--- src/rtl/fetch_queue.sv ---
// Elastic {pc, instr} buffer between instruction fetch and decode, with flush.
// Define FETCH_QUEUE_BYPASS_EN to compile in the zero-latency empty-queue bypass.
module fetch_queue #(
    parameter int DEPTH = 4,
    parameter int CNT_W = $clog2(DEPTH) + 1
) (
    input  logic             clk,
    input  logic             reset,
    input  logic             in_valid,
    input  logic [31:0]      in_pc,
    input  logic [31:0]      in_instr,
    output logic             in_ready,
    output logic             out_valid,
    output logic [31:0]      out_pc,
    output logic [31:0]      out_instr,
    input  logic             out_ready,
    input  logic             flush,
    output logic [CNT_W-1:0] count
);

    localparam int               PTR_W    = $clog2(DEPTH);
    localparam logic [CNT_W-1:0] FULL_CNT = CNT_W'(DEPTH);

    logic [PTR_W-1:0] r_wp;
    logic [PTR_W-1:0] r_rp;
    logic [CNT_W-1:0] r_count;
    logic [31:0]      r_mem_pc    [DEPTH];
    logic [31:0]      r_mem_instr [DEPTH];

    logic             w_empty;
    logic             w_full;
    logic             w_bypass;
    logic             w_push;
    logic             w_pop;

    assign w_empty  = (r_count == '0);
    assign w_full   = (r_count == FULL_CNT);

    // Handshake readies depend only on count and flush, never on the partner's valid/ready.
    assign in_ready = !flush && !w_full;

`ifdef FETCH_QUEUE_BYPASS_EN
    assign w_bypass  = w_empty && in_valid && !flush;
    assign out_valid = !flush && (!w_empty || in_valid);
`else
    assign w_bypass  = 1'b0;
    assign out_valid = !flush && !w_empty;
`endif

    // A bypassed entry consumed this cycle is neither written nor popped from storage.
    assign w_push = in_valid && in_ready && !(w_bypass && out_ready);
    assign w_pop  = out_valid && out_ready && !w_bypass;

    always_comb begin
        // NOTE: every output of an always_comb gets a default first so no latch is inferred.
        out_pc    = '0;
        out_instr = '0;
        if (out_valid) begin
            if (w_bypass) begin
                out_pc    = in_pc;
                out_instr = in_instr;
            end else begin
                out_pc    = r_mem_pc[r_rp];
                out_instr = r_mem_instr[r_rp];
            end
        end
    end

    // NOTE: sequential state uses non-blocking assignments so every register samples pre-edge values.
    always_ff @(posedge clk or negedge reset) begin
        if (!reset) begin
            r_wp    <= '0;
            r_rp    <= '0;
            r_count <= '0;
        end else if (flush) begin
            r_wp    <= '0;
            r_rp    <= '0;
            r_count <= '0;
        end else begin
            if (w_push) begin
                r_wp <= r_wp + 1'b1;
            end
            if (w_pop) begin
                r_rp <= r_rp + 1'b1;
            end
            case ({w_push, w_pop})
                2'b10:   r_count <= r_count + 1'b1;
                2'b01:   r_count <= r_count - 1'b1;
                default: r_count <= r_count;
            endcase
        end
    end

    // NOTE: storage has no reset; stale slots are unreachable because count and pointers are reset.
    always_ff @(posedge clk) begin
        if (w_push) begin
            r_mem_pc[r_wp]    <= in_pc;
            r_mem_instr[r_wp] <= in_instr;
        end
    end

    assign count = r_count;

endmodule

--- config.mk ---
export PLATFORM = sky130hd
export DESIGN_NAME = fetch_queue
export DESIGN_NICKNAME = d
export VERILOG_FILES = /design/src/rtl/fetch_queue.sv
export SDC_FILE = /design/constraint.sdc
export NUM_CORES = 1
export LEC_CHECK = 0
export BUFFER_PORTS_ARGS = -buffer_cell sky130_fd_sc_hd__clkbuf_2
export CAP_MARGIN = 10
export CORE_MARGIN = 2
export CORE_UTILIZATION = 61
export DETAILED_ROUTE_END_ITERATION = 8
export GPL_TIMING_DRIVEN = 0
export PLACE_DENSITY_LB_ADDON = 0.3
export SLEW_MARGIN = 20
export SYNTH_ARGS = -nofsm -noshare
export SYNTH_HDL_FRONTEND = slang
export SYNTH_SLANG_ARGS = --single-unit
--- constraint.sdc ---
create_clock -name clk -period 8.8 [get_ports clk]
set_input_delay 0.88 -clock clk [delete_from_list [all_inputs] [get_ports clk]]
set_output_delay 0.88 -clock clk [all_outputs]
set_load 0.05 [all_outputs]
==> results.sh <==
export IMPL_status="finished clean"
export IMPL_power_leakage_uw=0.00427
export IMPL_drt_wirelength_per_cell_um=21.2
export IMPL_portBuffers=137
export IMPL_yosys_area_top_type_share_pct=75.2
export IMPL_finalCriticalPeriod_ns=3.44
export IMPL_crit_type="flop to output pin"
export IMPL_fmax_mhz=291
export IMPL_yosysTopAreaCell="edfxtp_1"
export IMPL_p_int_uw=2250
export IMPL_fillCellCount=1001
export IMPL_synth_fp_nets=547
export IMPL_finalSetupViolations=0
export IMPL_via_count=5098
export IMPL_grt_pass1_vias=5489
export IMPL_seqPwrFrac_pct=48.5
export IMPL_postCtsHoldBufs=0
export IMPL_synth_simple_gate_area_share_pct=5.52
export IMPL_area_growth_pct=19.2
export IMPL_p_sw_uw=713
export IMPL_routed_wl_mm=18.7
export IMPL_switching_share_pct=24.0
export IMPL_synth_common_cells="256 x edfxtp_1, 68 x and2_1, 64 x mux4_2, 12 x buf_2"
export IMPL_synth_async_reset_ratio_pct=2.66
export IMPL_drv_cap=0
export IMPL_grt_max_degree=44
export IMPL_rr_startpoint="count[0]"
export IMPL_end_kind="output pin"
export IMPL_netlist_area_sq_um=10200
export IMPL_dieArea_sq_um=17800
export IMPL_regToRegEndpoint="r_mem_pc[1][16]"
export IMPL_rsz0062_at_grt="false"
export IMPL_worstPathRequired_ns=7.92
export IMPL_layout_nets=717
export IMPL_path_clk_slew_ns=0.06
export IMPL_tightest_slew_ns=0.687
export IMPL_path_buf_inv=4
export IMPL_fin_skew_ns=0.00750
export IMPL_fin_area_sq_um=12200
export IMPL_slew_violations=0
export IMPL_synthAdderAreaFrac_pct=0.686
export IMPL_via_per_inst=5.77
export IMPL_cts_buffer_depth=3
export IMPL_rows=47
export IMPL_place_area_sq_um=11300
export IMPL_r2r_cells=5
export IMPL_synth_xor_area_share_pct=0.428
export IMPL_period_share_pct=39.1
export IMPL_grt_util_all_layers_pct=21.5
export IMPL_path_cells="buf_2, nor3_1, nor2_1, clkbuf_2, clkbuf_1, and2_1, clkbuf_2"
export IMPL_drtIter0Drc=364
export IMPL_crit_path_top_delay_cell="dfrtp_1"
export IMPL_yosys_top_cells_area="edfxtp_1 75%, mux4_2 14%, and2_1 4.2%"
export IMPL_hp_class="primary input to async pin"
export IMPL_synth_most_common_cell="edfxtp_1"
export IMPL_grt_pass1_wl_mm=29.3
export IMPL_yosys_register_bits=263
export IMPL_initial_utilization_pct=62.1
export IMPL_syn_area_per_cell_sq_um=21.6
export IMPL_crit_top_cell="clkbuf_2"
export IMPL_tritoncts="done"
export IMPL_root_buffer="clkbuf_16"
export IMPL_diodes=0
export IMPL_synth_edff_count=256
export IMPL_synth_top_family_by_area="multiplexers"
export IMPL_clk_latency_ns=0.52
export IMPL_rrSetupSlack_ns=6.43
export IMPL_pwr_share_clk_pct=37.8
export IMPL_yosysUniqueCellTypes=30
export IMPL_crit_fanout=10
export IMPL_ys_warn_count=0
export IMPL_comb_power_share_pct=13.7
export IMPL_hold_viol_final=0
export IMPL_drive_gt1_share_pct=40.3
export IMPL_firstDrtPassIters=5
export IMPL_clkSinkCount=263
export IMPL_die_w_um=133
export IMPL_grt_ovfl_total=0
export IMPL_ant_nets=0
export IMPL_synth_area_mux_share_pct=14.1
export IMPL_cts_inserted_buffers=27
export IMPL_core_area_sq_um=16500
export IMPL_power_per_cell_area_nw_per_um2=243
export IMPL_synth_seq_area_share_pct=76.9
export IMPL_post_dp_hpwl_mm=11.4
export IMPL_synth_compound_area_share_pct=0.710
export IMPL_h_tree_depth=1
export IMPL_fin_setup_tns_ns=0
export IMPL_ir_drop_v=0.000190
export IMPL_gp_congestion=0.772
export IMPL_synth_ff_type="edfxtp_1"
export IMPL_antenna_found_initial=0
export IMPL_arrival_ns=2.56
export IMPL_post_cts_buffers=0
export IMPL_cts_resized=0
export IMPL_cp_top_family="buffers and inverters"
export IMPL_slowest_delay_ns=0.42
export IMPL_slew_headroom_pct=54.2
export IMPL_crit_path_start_kind="flop"
export IMPL_syn_inst=473
export IMPL_die_h_um=133
export IMPL_ios=138
export IMPL_drcViolationCount=0
-- worst reg2reg max path: cells and delay by family (launching register included) --
kind | cells | cell delay (ns)
buf+inv | 2 | 0.51
simple gates | 3 | 1.10
flops | 1 | 0.42
-- layout by cell type (no fill, tap or decap), drive strengths merged, types with 2 or more instances in the layout --
cell type / netlist / layout
nor3: 3 / 3
nand2: 4 / 4
nand3: 2 / 2
nor2: 8 / 8
dfrtp: 7 / 7
nand2b: 2 / 2
inv: 4 / 4
and2: 68 / 68
ha: 4 / 4
a21oi: 5 / 5
o21ai: 3 / 3
or3b: 2 / 2
xor2: 3 / 3
clkbuf: 9 / 177
mux4: 64 / 64
buf: 17 / 21
clkinv: 0 / 13
edfxtp: 256 / 256
bufinv: 0 / 4
xnor2: 2 / 2
-- layer usage --
metal	global-route usage, %	wire, um	up-vias
li1	-	-	2258
met1	28.1	7340	2615
met2	38.0	9900	189
met3	3.46	1060	36
met4	6.15	429	0
met5	0	0	-
-- kinds of logic after synthesis --
group,after synthesis
fa+ha+maj,5
mux,64
xor+xnor,5
simple gates,94
flops,263
buf+inv,30
compound gates,12
-- cell type report --
class | count | area, sq um | share of cell area [%]
buffer | 26 | 151 | 1.24
clock buffer | 31 | 691 | 5.67
clock inverter | 18 | 189 | 1.55
inverter | 4 | 15.0 | 0.123
multi-input combinational | 180 | 2200 | 18.1
sequential | 263 | 7860 | 64.5
tap | 220 | 275 | 2.26
timing repair buffer | 141 | 796 | 6.53
-- metrics by stage --
step	hold slack [ns]	setup WS [ns]	instances	util (%)	total power, uW
6_report	0.194	5.36	883	74.0	2970
5_1_grt	0.190	5.17	883	74.0	3060
4_1_cts	0.192	5.33	883	74.0	2990
3_5_place_dp	0.639	5.58	834	68.6	1880
3_3_place_gp	0.591	4.02	830	67.9	1860
2_1_floorplan	0.577	5.41	473	-	1760
-- worst max path at each step --
stage | from | end | cells after the start
2_1_floorplan | in_valid | r_mem_instr[0][0] | 4
3_3_place_gp | in_valid | r_mem_instr[0][10] | 5
3_5_place_dp | flush | out_instr[3] | 6
4_1_cts | count[0] | out_instr[3] | 7
5_1_grt | count[0] | out_instr[3] | 7
6_report | count[0] | out_instr[3] | 7
-- power groups by stage --
stage	clock network, uW	registers [uW]	logic, uW
global route	1190	1440	434
detailed placement	0	1460	411
CTS	1140	1440	413
finish	1120	1440	407
floorplan	0	1470	296
global placement	0	1470	395
-- sequential cells by signal (all words and copies together) (netlist names) --
| register | count |
|---|---|
| r_mem_instr | 128 |
| count | 3 |
| r_wp | 2 |
| r_mem_pc | 128 |
| r_rp | 2 |
Note: power is estimated with default switching activity, not from simulation.
